File: src/rtl/mem_pkg.sv
// Shared types and sizes for the instruction/data cache memory arbiter.
package mem_pkg;

  localparam int MEM_ADDR_W  = 28;
  localparam int MEM_BLOCK_W = 128;

  localparam logic OWN_I = 1'b0;
  localparam logic OWN_D = 1'b1;

  typedef enum logic [1:0] {
    IDLE  = 2'd0,
    ISSUE = 2'd1,
    WAIT  = 2'd2,
    DONE  = 2'd3
  } arb_state_e;

endpackage

File: src/rtl/arb_pick.sv
// Combinational two-requester grant; MEM_ARB_RR_EN selects round-robin tie-break,
// otherwise the data cache always wins a tie.
module arb_pick
  import mem_pkg::*;
(
  input  logic i_req_i,
  input  logic d_req_i,
`ifdef MEM_ARB_RR_EN
  input  logic last_owner_i,
`endif
  output logic grant_o,
  output logic owner_o
);

  always_comb begin
    grant_o = i_req_i | d_req_i;
    owner_o = d_req_i ? OWN_D : OWN_I;
`ifdef MEM_ARB_RR_EN
    // On a tie, favour whichever side did not win the previous tie.
    if (i_req_i && d_req_i) begin
      owner_o = (last_owner_i == OWN_I) ? OWN_D : OWN_I;
    end
`endif
  end

endmodule

File: src/rtl/mem_arbiter.sv
// Shares one block memory between icache (read-only) and dcache (read/write),
// one transaction at a time. Optional round-robin ties via MEM_ARB_RR_EN.
module mem_arbiter
  import mem_pkg::*;
#(
  parameter int ADDR_W = MEM_ADDR_W,
  parameter int DATA_W = MEM_BLOCK_W
) (
  input  logic              clock,
  input  logic              reset,
  input  logic              i_read,
  input  logic [ADDR_W-1:0] i_address,
  output logic [DATA_W-1:0] i_readdata,
  output logic              i_busywait,
  input  logic              d_read,
  input  logic              d_write,
  input  logic [ADDR_W-1:0] d_address,
  input  logic [DATA_W-1:0] d_writedata,
  output logic [DATA_W-1:0] d_readdata,
  output logic              d_busywait,
  output logic              mem_read,
  output logic              mem_write,
  output logic [ADDR_W-1:0] mem_address,
  output logic [DATA_W-1:0] mem_writedata,
  input  logic [DATA_W-1:0] mem_readdata,
  input  logic              mem_busywait
);

  arb_state_e        state_q, state_d;
  logic              owner_q, owner_d;
  logic              op_write_q, op_write_d;
  logic              mem_read_q, mem_read_d;
  logic              mem_write_q, mem_write_d;
  logic [ADDR_W-1:0] mem_addr_q, mem_addr_d;
  logic [DATA_W-1:0] mem_wdata_q, mem_wdata_d;
  logic [DATA_W-1:0] i_rdata_q, i_rdata_d;
  logic [DATA_W-1:0] d_rdata_q, d_rdata_d;
`ifdef MEM_ARB_RR_EN
  logic              last_q, last_d;
`endif

  logic d_req;
  logic grant_any;
  logic grant_owner;

  // A simultaneous read+write from the dcache is treated as a write.
  assign d_req = d_read | d_write;

  arb_pick u_pick (
    .i_req_i      (i_read),
    .d_req_i      (d_req),
`ifdef MEM_ARB_RR_EN
    .last_owner_i (last_q),
`endif
    .grant_o      (grant_any),
    .owner_o      (grant_owner)
  );

  always_comb begin
    state_d     = state_q;
    owner_d     = owner_q;
    op_write_d  = op_write_q;
    mem_read_d  = mem_read_q;
    mem_write_d = mem_write_q;
    mem_addr_d  = mem_addr_q;
    mem_wdata_d = mem_wdata_q;
    i_rdata_d   = i_rdata_q;
    d_rdata_d   = d_rdata_q;
`ifdef MEM_ARB_RR_EN
    last_d      = last_q;
`endif
    case (state_q)
      IDLE: begin
        if (grant_any) begin
          state_d     = ISSUE;
          owner_d     = grant_owner;
          op_write_d  = (grant_owner == OWN_D) && d_write;
          // Memory strobes are loaded here so they are already valid in ISSUE.
          mem_read_d  = ~op_write_d;
          mem_write_d = op_write_d;
          if (grant_owner == OWN_D) begin
            mem_addr_d  = d_address;
            mem_wdata_d = d_writedata;
          end else begin
            mem_addr_d  = i_address;
          end
`ifdef MEM_ARB_RR_EN
          if (i_read && d_req) begin
            last_d = grant_owner;
          end
`endif
        end
      end
      ISSUE: begin
        state_d = WAIT;
      end
      WAIT: begin
        if (!mem_busywait) begin
          state_d     = DONE;
          mem_read_d  = 1'b0;
          mem_write_d = 1'b0;
          if (!op_write_q) begin
            if (owner_q == OWN_D) begin
              d_rdata_d = mem_readdata;
            end else begin
              i_rdata_d = mem_readdata;
            end
          end
        end
      end
      DONE: begin
        state_d = IDLE;
      end
      default: begin
        state_d = IDLE;
      end
    endcase
  end

  always_ff @(posedge clock or posedge reset) begin
    if (reset) begin
      state_q     <= IDLE;
      owner_q     <= OWN_D;
      op_write_q  <= 1'b0;
      mem_read_q  <= 1'b0;
      mem_write_q <= 1'b0;
      mem_addr_q  <= '0;
      mem_wdata_q <= '0;
      i_rdata_q   <= '0;
      d_rdata_q   <= '0;
`ifdef MEM_ARB_RR_EN
      last_q      <= OWN_I;
`endif
    end else begin
      state_q     <= state_d;
      owner_q     <= owner_d;
      op_write_q  <= op_write_d;
      mem_read_q  <= mem_read_d;
      mem_write_q <= mem_write_d;
      mem_addr_q  <= mem_addr_d;
      mem_wdata_q <= mem_wdata_d;
      i_rdata_q   <= i_rdata_d;
      d_rdata_q   <= d_rdata_d;
`ifdef MEM_ARB_RR_EN
      last_q      <= last_d;
`endif
    end
  end

  // Stall releases only in the owner's DONE cycle; an absent request never stalls.
  assign i_busywait = i_read && !((state_q == DONE) && (owner_q == OWN_I));
  assign d_busywait = d_req && !((state_q == DONE) && (owner_q == OWN_D));

  assign mem_read      = mem_read_q;
  assign mem_write     = mem_write_q;
  assign mem_address   = mem_addr_q;
  assign mem_writedata = mem_wdata_q;
  assign i_readdata    = i_rdata_q;
  assign d_readdata    = d_rdata_q;

endmodule
File: config.mk
export PLATFORM = sky130hd
export DESIGN_NAME = mem_arbiter
export DESIGN_NICKNAME = d
export VERILOG_FILES = /design/src/rtl/mem_pkg.sv /design/src/rtl/arb_pick.sv /design/src/rtl/mem_arbiter.sv
export SDC_FILE = /design/constraint.sdc
export NUM_CORES = 1
export LEC_CHECK = 0
export ABC_AREA = 0
export BUFFER_PORTS_ARGS = -buffer_cell sky130_fd_sc_hd__buf_2
export CAP_MARGIN = 25
export CORE_AREA = 2 2 289 291
export CTS_CLUSTER_SIZE = 10
export DETAILED_ROUTE_END_ITERATION = 6
export DIE_AREA = 0 0 291 293
export PLACE_DENSITY = 0.37
export REMOVE_ABC_BUFFERS = 1
export SLEW_MARGIN = 25
export SYNTH_ARGS = -nofsm -noshare
export SYNTH_HDL_FRONTEND = slang
export SYNTH_HIERARCHICAL = 1
export SYNTH_SLANG_ARGS = --single-unit
export TNS_END_PERCENT = 20
File: constraint.sdc
create_clock -name clock -period 19.14 [get_ports clock]
set_clock_uncertainty 0.15 [all_clocks]
set_input_delay 2.871 -clock clock [delete_from_list [all_inputs] [get_ports clock]]
set_output_delay 2.871 -clock clock [all_outputs]
set_load 0.05 [all_outputs]
# After elaboration in Yosys (flattened, before gate mapping)
# Index checks and enable logic that the tools add are counted.
dict set report word_totals {
  ff_bits 418
  inputBits 318
  out_inout_bits 416
  elab_cells 45
}
dict set report classes {
  n_eq_ne 5
  n_mux 10
  n_bitwise 6
  reduce_logical 15
}
# cell n
set op_table {}
lappend op_table {{$mux W28} 1}
lappend op_table {{$pmux W2 S4} 1}
lappend op_table {{$reduce_and A4 Y1} 2}
lappend op_table {{$reduce_and A3 Y1} 2}
lappend op_table {{$logic_and A1 B1 Y1} 5}
lappend op_table {{$eq A2 B2 Y1 const B} 2}
lappend op_table {{$mux W1} 4}
lappend op_table {{$mux W2} 2}
lappend op_table {{$ne A2 B2 Y1 const B} 2}
lappend op_table {{$not A1 Y1} 4}
lappend op_table {{$pmux W1 S2} 2}
lappend op_table {{$reduce_and A2 Y1} 2}
lappend op_table {{$eq A2 B1 Y1 const B} 1}
lappend op_table {{$logic_not A1 Y1} 2}
lappend op_table {{$logic_not A2 Y1} 1}
lappend op_table {{$or A1 B1 Y1} 2}
lappend op_table {{$reduce_bool A2 Y1} 1}

# Logic depth before layout (Yosys ltp)
dict set report depth {
  depth_word 6
  depth_mapped 7
  ltp_nobuf 5
}

# Cells and area by module
# Netlist, hierarchy kept.
# module instances cells_each area_per_inst_um2 seq_area_each_um2
set modules_own_cells {}
lappend modules_own_cells {mem_arbiter 1 970 15981.6 10461.3}
lappend modules_own_cells {arb_pick 1 2 13.8 0.0}

# Worst setup path before layout
# Ideal clock, no wire load.
dict set report synth_path {
  path_type {in2out}
  startpoint {input port d_write}
  endpoint {output port d_busywait}
  t_arrival_ps 4117
  setup_slack_ps 12002
  cell_stages 2
  n_path_buf 0
  path_cell_list {or2_2 a21boi_0}
}
dict set report synth_between {
  elab_chain_cells 2
}
# item line
set synth_lines {}
lappend synth_lines {{start: declaration} mem_arbiter.sv:16} ;# input logic d_write,
lappend synth_lines {{$or A1 B1 Y1} mem_arbiter.sv:47} ;# assign d_req = d_read | d_write;
lappend synth_lines {{$logic_and A1 B1 Y1} mem_arbiter.sv:152} ;# assign d_busywait = d_req && !((state_q == DONE) && (owner_q == OWN_D));
lappend synth_lines {{end: declaration} mem_arbiter.sv:20} ;# output logic d_busywait,
# Every way passes these cells.

# Worst setup path in the final report
dict set report layout_path {
  startpoint {input port d_write}
  endpoint {output port d_busywait}
}
dict set report layout_between {
  elab_chain_cells 2
}
# item line
set layout_lines {}
lappend layout_lines {{$or A1 B1 Y1} mem_arbiter.sv:47}
lappend layout_lines {{net d_req} mem_arbiter.sv:42} ;# logic d_req;
lappend layout_lines {{$logic_and A1 B1 Y1} mem_arbiter.sv:152}
# The timed path passes the listed nets, and every way through them passes these cells.

==> results.py <==
metrics = {
    "timing": {
        "fmax_mhz": 139.8,
        "slew_viol_final": 0,
        "relSlewSlack": 0.3963,
        "rsz0062_at_grt": "false",
        "tightest_slew_ps": 905.6,
        "setup_viol_count_final": 0,
        "setup_tns_ps": 0,
        "timing.final.crit_share": 0.3737,
        "fin_crit_ps": 7153,
        "worst_slack_ps": 11990,
        "hold_viol": 0,
    },
    "drt": {
        "routed_via_density": 3.851,
        "firstDrtPassIters": 4,
        "drtIter0Drc": 298,
        "via_count": 10886,
        "ant_nets": 0,
        "wl_per_cell_um": 19.12,
        "drc": 0,
        "drt-total-wl_um": 54050,
    },
    "synth": {
        "synth_top_cell_by_area": "dfrtp_1",
        "synth_ff_type": "dfrtp_1",
        "synth_top_cell_area_share": 0.6524,
        "synth.distinct_cells": 28,
        "synthCells": 972,
        "ys_async_sr_fraction": 1.000,
        "synth_edf_count": 0,
        "ys_warn_count": 6,
        "synth_area_leaders": "dfrtp_1, mux2_2, mux2i_1",
        "yosysSeqAreaShare": 0.6540,
        "yosysMostFrequentCell": "dfrtp_1",
        "syn-cell-area_sq_mm": 0.01600,
        "ys_ff_latch": 418,
        "synthTopCellsByCount": "dfrtp_1, mux2_2, nand2_1",
        "syn_avg_cell_area_sq_um": 16.46,
    },
    "floorplanning": {
        "dieHeight_um": 293,
        "ios": 734,
        "core-area_sq_mm": 0.08185,
        "initial_utilization": 0.1954,
        "row_count": 105,
        "die_x_um": 291,
        "die_area_sq_mm": 0.08526,
    },
    "cts": {
        "clkTransAtPathRegs_ps": 60,
        "ctsHtreeMaxLevel": 2,
        "numCtsBuffers": 52,
        "postCtsSetupRepairBufs": 0,
        "postCtsResizedCells": 0,
        "cts_root_buf": "clkbuf_16",
        "clockBufferDepth": 3,
        "cts_tree": "built",
        "clock-sinks": 418,
        "insertion_delay_ps": 580,
        "ctsHoldBuffers": 0,
    },
    "placed_design": {
        "place_congestion": 0.7767,
        "dpl.hpwl_um": 41230,
        "pre_cts_ws_ps": 11970,
        "portBuffers": 733,
    },
    "global_route": {
        "grt_pass1_vias": 11719,
        "antenna_found_initial": 19,
        "overflow": 0,
        "grt_max_degree": 110,
        "global_route.usage.total": 0.1221,
        "grt_pass1_wl_um": 78520,
    },
    "worst_hold_path": {
        "hp-class": "register to register",
    },
    "critical_path": {
        "cp_data_arrival_time_ps": 4130,
        "end_kind": "output port",
        "required_ps": 16120,
        "crit_fanout": 34,
        "startpoint_type": "input pin",
        "crit_type": "input pin to output port",
    },
    "cells_and_area": {
        "fin_nets": 2043,
        "syn2layout_area_growth_pct": 39.95,
        "drive_gt1_frac": 0.6886,
        "fillers": 8555,
    },
    "outcome": {
        "status": "completed",
    },
    "run": {
        "drv_cap": 0,
    },
}
## area by class of cell
cell class              instances  area, sq um  area share
flip-flops and latches        418        10460      0.4673
multi-input cells             496         5097      0.2277
repair buffers                748         3801      0.1698
clock buffers                  75         1468     0.06556
well taps                    1070         1339     0.05981
clock inverters                 8        175.2    0.007825
inverters                       5        26.28    0.001174
diodes                          7        17.52   0.0007825
## state kept, by name (all words and copies together), names as in the netlist
name / cells
mem_address: 28
owner_q: 1
op_write_q: 1
state_q: 2
mem_read: 1
mem_write: 1
mem_writedata: 128
d_readdata: 128
i_readdata: 128
## routing by layer
layer	part of all wire	GRT usage	up-vias
met5	0.0025	0	-
met3	0.086	0.04781	108
li1	-	-	4928
met4	0.030	0.04284	20
met1	0.35	0.1268	5390
met2	0.53	0.2229	440
## worst max-delay path, stage by stage
cell	delay, ps
buf_2	130
or2_2	120
buf_4	460
a21boi_0	230
buf_2	290
## worst paths after layout
| path | startpoint | end | slack (ps) | cells after the start |
|---|---|---|---|---|
| max | d_write | d_busywait | 11990 | 5 |
| min | mem_address[17] | mem_address[17] | 320 | 2 |
| max reg2reg | state_q[0] | d_readdata[12] | 15350 | 6 |
| min reg2reg | mem_address[17] | mem_address[17] | 320 | 2 |
| max in group asynchronous | reset | d_readdata[92] | 13810 | 6 |
| min in group asynchronous | reset | mem_writedata[67] | 2280 | 2 |
## logic make-up after synthesis
group                      after synthesis  synth area share
AOI/OAI and AO/OA                       39           0.01392
adders and majority gates                4          0.003129
buffers and inverters                   58           0.02832
DFF                                    418            0.6540
muxes                                  413            0.2886
and+or+nand+nor                         40           0.01205
## cell usage in the layout (no fill, tap or decap), types with 7 or more instances in the layout
cell         n
o21ai_0     30
buf_2      733
clkbuf_8     8
mux2_2     383
clkbuf_1    15
clkbuf_16   52
diode_2      7
buf_4       14
dfrtp_1    417
nand2_1     32
mux2i_1     28
## stage by stage
| stage | cell area, sq um | hold slack (ps) | cells | util |
|---|---|---|---|---|
| 3_5_place_dp | 20700 | 315.0 | 2736 | 0.2529 |
| 4_1_cts | 22340 | 328.6 | 2819 | 0.2730 |
| 6_report | 22390 | 323.1 | 2827 | 0.2735 |
| 5_1_grt | 22380 | 344.8 | 2825 | 0.2734 |
| 3_3_place_gp | 20700 | 310.5 | 2736 | 0.2529 |
| 2_1_floorplan | 15560 | 339.0 | 919 | - |
Power is left out: the tool's default activity adds up to more than one toggle a clock period on the data nets, which glitch-free logic cannot reach.
